`config.mk`:
```
export PLATFORM = sky130hd
export DESIGN_NAME = conv_coef_ctrl
export DESIGN_NICKNAME = d
export VERILOG_FILES = /design/src/rtl/conv_coef_pkg.sv /design/src/rtl/vs_edge_det.sv /design/src/rtl/conv_coef_ctrl.sv
export SDC_FILE = /design/constraint.sdc
export NUM_CORES = 1
export LEC_CHECK = 0
export ABC_AREA = 0
export CORE_MARGIN = 3
export CORE_UTILIZATION = 35
export CTS_CLUSTER_DIAMETER = 30
export DETAILED_ROUTE_END_ITERATION = 12
export GPL_TIMING_DRIVEN = 1
export SKIP_CTS_REPAIR_TIMING = 1
export SYNTH_ARGS = -nofsm -noshare
export SYNTH_HDL_FRONTEND = slang
export SYNTH_SLANG_ARGS = --single-unit
```
`constraint.sdc`:
```
create_clock -name clk -period 103.9 [get_ports clk]
set_input_delay 15.585 -clock clk [delete_from_list [all_inputs] [get_ports clk]]
set_output_delay 15.585 -clock clk [all_outputs]
set_load 0.1 [all_outputs]
```
`src/rtl/conv_coef_pkg.sv`:
```
// Shared types and defaults for the 5x5 convolution coefficient controller.
package conv_coef_pkg;

  // Load/commit sequencer states.
  typedef enum logic [1:0] {
    IDLE  = 2'd0,
    LOAD  = 2'd1,
    ARMED = 2'd2
  } state_t;

  localparam int COEF_NUM_DEF   = 25;
  localparam int COEF_WIDTH_DEF = 16;
  localparam int COEF_FRAC_DEF  = 8;

  // Centre tap of the 5x5 kernel; carries 1.0 in the identity kernel.
  localparam int CENTRE_IDX = 12;

endpackage

```
`src/rtl/vs_edge_det.sv`:
```
// Vertical-sync polarity normaliser and rising-edge pulse generator.
// POL = 1 passes vs_i through; POL = 0 inverts it, so the active edge of the
// raw input becomes a rising edge of the normalised signal.
module vs_edge_det #(
  parameter bit POL = 1'b1
) (
  input  logic clk,
  input  logic rst,
  input  logic vs_i,
  output logic vs_rise
);

  logic vs_n;
  logic vs_d;

  assign vs_n = POL ? vs_i : ~vs_i;

  // Delay the normalised sync by one clock for edge detection.
  // NOTE: registers are assigned with <= so every flop samples pre-edge values.
  always_ff @(posedge clk) begin
    if (rst) vs_d <= 1'b0;
    else     vs_d <= vs_n;
  end

  assign vs_rise = vs_n & ~vs_d;

endmodule

```
`src/rtl/conv_coef_ctrl.sv`:
```
// Frame-synchronous 5x5 coefficient loader: host words fill a shadow bank,
// which is copied to the active bank only on a vertical-sync rising edge.
// Optional macro COEF_CHECKSUM_EN: a 26th word (sum of the 25 taps, truncated)
// must match before the shadow bank is armed; a mismatch raises err_o.
module conv_coef_ctrl
  import conv_coef_pkg::*;
#(
  parameter int COEF_NUM   = COEF_NUM_DEF,
  parameter int COEF_WIDTH = COEF_WIDTH_DEF,
  parameter int COEF_FRAC  = COEF_FRAC_DEF,
  parameter bit POL_VS     = 1'b1
) (
  input  logic                           clk,
  input  logic                           rst,
  input  logic                           vs_i,
  input  logic                           coef_start_i,
  input  logic                           coef_write_i,
  input  logic [COEF_WIDTH-1:0]          coef_data_i,
  output logic [COEF_NUM*COEF_WIDTH-1:0] coef_o,
  output logic                           busy_o,
  output logic                           armed_o,
  output logic                           commit_o,
  output logic                           err_o
);

  localparam int IDX_W = $clog2(COEF_NUM);
  localparam logic [IDX_W-1:0] LAST_IDX = IDX_W'(COEF_NUM - 1);
  localparam logic [COEF_WIDTH-1:0] IDENT_ONE = COEF_WIDTH'(1) << COEF_FRAC;

  state_t                  state;
  logic [IDX_W-1:0]        idx;
  logic [COEF_WIDTH-1:0]   shadow [COEF_NUM];
  logic [COEF_WIDTH-1:0]   active [COEF_NUM];
  logic                    vs_rise;

  vs_edge_det #(
    .POL (POL_VS)
  ) u_vs_edge_det (
    .clk     (clk),
    .rst     (rst),
    .vs_i    (vs_i),
    .vs_rise (vs_rise)
  );

`ifdef COEF_CHECKSUM_EN
  logic                  cks_pend;
  logic [COEF_WIDTH-1:0] shadow_sum;

  // Running two's-complement sum of the shadow taps, truncated to COEF_WIDTH.
  always_comb begin
    shadow_sum = '0;
    for (int k = 0; k < COEF_NUM; k++) shadow_sum = shadow_sum + shadow[k];
  end
`endif

  // Sequencer: shadow loading, arming, frame-boundary commit and error flag.
  always_ff @(posedge clk) begin
    commit_o <= 1'b0;
    if (rst) begin
      state   <= IDLE;
      idx     <= '0;
      busy_o  <= 1'b0;
      armed_o <= 1'b0;
      err_o   <= 1'b0;
`ifdef COEF_CHECKSUM_EN
      cks_pend <= 1'b0;
`endif
      // NOTE: both banks are reset on purpose so the identity kernel is live
      // from the first frame; this makes them flops, not RAM.
      for (int k = 0; k < COEF_NUM; k++) begin
        shadow[k] <= (k == CENTRE_IDX) ? IDENT_ONE : '0;
        active[k] <= (k == CENTRE_IDX) ? IDENT_ONE : '0;
      end
    end else if (coef_start_i) begin
      state   <= IDLE;
      idx     <= '0;
      busy_o  <= 1'b0;
      armed_o <= 1'b0;
      err_o   <= 1'b0;
`ifdef COEF_CHECKSUM_EN
      cks_pend <= 1'b0;
`endif
    end else begin
      case (state)
        IDLE: begin
          if (coef_write_i) begin
            shadow[0] <= coef_data_i;
            idx       <= IDX_W'(1);
            state     <= LOAD;
            busy_o    <= 1'b1;
          end
        end
        LOAD: begin
          if (coef_write_i) begin
`ifdef COEF_CHECKSUM_EN
            if (cks_pend) begin
              cks_pend <= 1'b0;
              if (coef_data_i == shadow_sum) begin
                state   <= ARMED;
                armed_o <= 1'b1;
              end else begin
                state  <= IDLE;
                busy_o <= 1'b0;
                err_o  <= 1'b1;
              end
            end else begin
              shadow[idx] <= coef_data_i;
              if (idx == LAST_IDX) begin
                idx      <= '0;
                cks_pend <= 1'b1;
              end else begin
                idx <= idx + 1'b1;
              end
            end
`else
            shadow[idx] <= coef_data_i;
            if (idx == LAST_IDX) begin
              idx     <= '0;
              state   <= ARMED;
              armed_o <= 1'b1;
            end else begin
              idx <= idx + 1'b1;
            end
`endif
          end
        end
        ARMED: begin
          if (coef_write_i) err_o <= 1'b1;
          if (vs_rise) begin
            for (int k = 0; k < COEF_NUM; k++) active[k] <= shadow[k];
            commit_o <= 1'b1;
            state    <= IDLE;
            busy_o   <= 1'b0;
            armed_o  <= 1'b0;
          end
        end
        default: begin
          state   <= IDLE;
          idx     <= '0;
          busy_o  <= 1'b0;
          armed_o <= 1'b0;
        end
      endcase
    end
  end

  // Flatten the active bank onto the output bus, tap k at [k*W +: W].
  // NOTE: the default assignment first keeps this block free of latches.
  always_comb begin
    coef_o = '0;
    for (int k = 0; k < COEF_NUM; k++) coef_o[k*COEF_WIDTH +: COEF_WIDTH] = active[k];
  end

endmodule

```
==> impl_metrics.json <==
{
  "crit_chain": "clkdlybuf4s50_1, or2_1, nor3_4, buf_4, and2_1",
  "maxCapViolCount": 0,
  "fmax_mhz": 54.7,
  "cp_slowest_cell": "buf_4",
  "synthDistinctLibCells": 42,
  "die_h_um": 299,
  "syn_avg_cell_area_um2": 15.3,
  "ir_drop_uv": 15.0,
  "final-setup-viol-count": 0,
  "ys_top_cells_by_count": "784 x edfxtp_1, 371 x nor2_1, 288 x and2_1",
  "clk_pin_slew_ps": 50,
  "p_int_uw": 748,
  "cts_htree_levels": 4,
  "finalCriticalPeriod_ps": 18290,
  "r2r_start": "state[1]$_SDFFE_PP0P_",
  "slowest_delay_ps": 890,
  "clk_latency_ps": 730,
  "required_ps": 104460,
  "die_w_um": 299,
  "cp-start-kind": "input port",
  "synth_fp_nets": 1984,
  "start_util_pct": 35.6,
  "failed_checks": "slew limit",
  "antenna_found_initial": 8,
  "arrival_ps": 18850,
  "antenna_left": 0,
  "ys_seq_area_share_pct": 80.3,
  "final_nets": 2457,
  "rsz0062_at_grt": "false",
  "synth_enable_flop_cells": 784,
  "yosysTopAreaCellShare_pct": 78.4,
  "max-slew-margin-rel_pct": -7.19,
  "period_share_pct": 17.6,
  "power.leakage_nw": 14.6,
  "power_per_cell_area_nw_per_um2": 24.1,
  "cts_buffers": 162,
  "cp-endpoint": "active[0][101]$_SDFFCE_PN0P_",
  "clock_sinks": 812,
  "grt_pass1_wl_um": 122000,
  "grt_use_total_pct": 18.6,
  "crit_fanout": 138,
  "clock_path_buffers": 3,
  "synthTopCellsByArea": "edfxtp_1 78%, and2_1 6.0%, nor2_1 4.6%",
  "root_buffer": "clkbuf_16",
  "cp-startpoint": "coef_start_i",
  "status": "complete, but fails checks",
  "ff2ff_path_depth": 4,
  "syn_inst": 1959,
  "grt_max_degree": 209,
  "worst-slew-pin-transition_ps": 1610,
  "drive_gt1_share_pct": 12.0,
  "hold_violations": 0,
  "fin_worst_skew_ps": 31.1,
  "die_area_um2": 89400,
  "yosys_warnings": 0,
  "r2r_end": "active[0][97]$_SDFFCE_PN0P_",
  "placed_area_um2": 35300,
  "reg2reg_slack_ps": 100850,
  "port_buffers": 424,
  "cts_tree": "yes",
  "p_switching_uw": 242,
  "fp.coreArea_um2": 84400,
  "yosys.area.top_type": "edfxtp_1",
  "p_sw_share_pct": 24.4,
  "p_clk_share_pct": 54.5,
  "drt_first_pass_iters": 5,
  "finalCoreUtilization_pct": 48.7,
  "dp_hpwl_um": 52700,
  "num_rows": 106,
  "final_area_um2": 41100,
  "gp_congestion": 0.770,
  "via_per_inst": 4.73,
  "drv_slew": 102,
  "endpoint_kind": "register",
  "dr_total_vias": 17500,
  "synth_seq_cells": 812,
  "synth_area_um2": 30000,
  "seqPwrFrac_pct": 38.1,
  "syn_to_final_growth_pct": 36.7,
  "total_power_uw": 989,
  "wl_per_cell_um": 22.7,
  "pwr-share-comb_pct": 7.4,
  "synthArstFlopShare_pct": 0,
  "grt-ovfl-total": 0,
  "synth_flop_cell": "edfxtp_1",
  "boundaryPins": 425,
  "fin_setup_tns_ps": 0,
  "grt_pass1_vias": 18000,
  "hold_class": "reg -> reg",
  "drc": 0,
  "yosysMostFrequentCell": "edfxtp_1",
  "drtIter0Drc": 1480,
  "routed_wl_um": 84000,
  "fin_hold_ws_ps": 505,
  "critPathKind": "in -> reg"
}
placed cells by master (no fill, tap or decap), types with 3 or more instances in the layout:
| master | instances |
|---|---|
| clkinv_2 | 23 |
| inv_16 | 5 |
| edfxtp_1 | 784 |
| o21ai_0 | 18 |
| clkbuf_1 | 15 |
| clkinv_8 | 4 |
| buf_4 | 17 |
| nand3b_1 | 5 |
| mux2_2 | 16 |
| nor2_1 | 371 |
| and3b_1 | 5 |
| dfxtp_1 | 28 |
| nand4_1 | 18 |
| nand4b_1 | 3 |
| clkinvlp_4 | 11 |
| ha_1 | 4 |
| inv_1 | 4 |
| nand2b_1 | 4 |
| clkinv_4 | 16 |
| clkinv_1 | 20 |
| clkbuf_16 | 163 |
| clkdlybuf4s50_1 | 423 |
| and2_1 | 288 |
| bufinv_16 | 29 |
| inv_6 | 12 |
| nand2_1 | 97 |
| nor3b_2 | 3 |
| nand3_1 | 8 |
| a21oi_1 | 3 |
| a21o_1 | 24 |
| nor2b_1 | 121 |
power by group through the flow:
stage	clock network, mW	logic (mW)	registers (mW)
3_3_place_gp	0	0.0731	0.383
5_1_grt	0.564	0.0746	0.378
4_1_cts	0.546	0.0735	0.377
3_5_place_dp	0	0.0734	0.383
2_1_floorplan	0	0.00860	0.433
6_report	0.539	0.0728	0.377
metrics by stage:
stage                     instances  setup WS (ps)
final                          3704          85610
after global routing           3704          85340
after CTS                      3702          85510
after detailed placement       3402          84730
after global placement         3402          84830
after floorplan                1959          57390
critical path, delay by kind of cell:
family | cells | cell delay [ps]
simple gates | 3 | 1480
buf+inv | 2 | 1630
layer usage:
layer  global-route usage, %  routed length [µm]  vias to the layer above
li1                        -                   -                     7834
met1                    23.6               33600                     8752
met2                    29.6               39900                      766
met3                    5.69                7100                      165
met4                    8.33                3270                        2
met5                       0                  17                        -
kinds of logic (layout without fill, tap and decap cells):
group / after synthesis / after routing / synth area share, %
fa+ha+maj: 4 / 4 / 0.167
mux: 17 / 17 / 0.633
other cells: 0 / 2 / 0
compound gates: 55 / 55 / 1.22
buf+inv: 137 / 746 / 2.00
flops: 812 / 812 / 80.3
simple gates: 934 / 934 / 15.7
area by class of cell:
cell class	instances	area (µm²)
Tap cell	1134	1420
Inverter	5	18.8
Clock buffer	179	4150
Timing Repair Buffer	441	4380
Clock inverter	121	1610
Sequential cell	812	24100
Multi-Input combinational cell	1010	5370
Antenna cell	2	5.00
Fill cell	7186	43300
worst min-delay path by stage:
stage                           startpoint                           end  cells past startpoint
2_1_floorplan  shadow[12][8]$_SDFFCE_PN1P_  active[0][200]$_SDFFCE_PN1P_                      1
3_3_place_gp            err_o$_SDFFE_PP0P_            err_o$_SDFFE_PP0P_                      2
3_5_place_dp   shadow[12][8]$_SDFFCE_PN1P_  active[0][200]$_SDFFCE_PN1P_                      1
4_1_cts         shadow[1][6]$_SDFFCE_PN0P_   active[0][22]$_SDFFCE_PN0P_                      1
5_1_grt         shadow[2][3]$_SDFFCE_PN0P_   active[0][35]$_SDFFCE_PN0P_                      1
6_report       shadow[12][8]$_SDFFCE_PN1P_  active[0][200]$_SDFFCE_PN1P_                      1
registers in the layout, summed over array words and instances (netlist names):
signal and count:
active 400, shadow 400, idx 5, state 2
armed_o 1, busy_o 1, commit_o 1, err_o 1
u_vs_edge_det.vs_d 1
(Power assumes the default switching activity.)
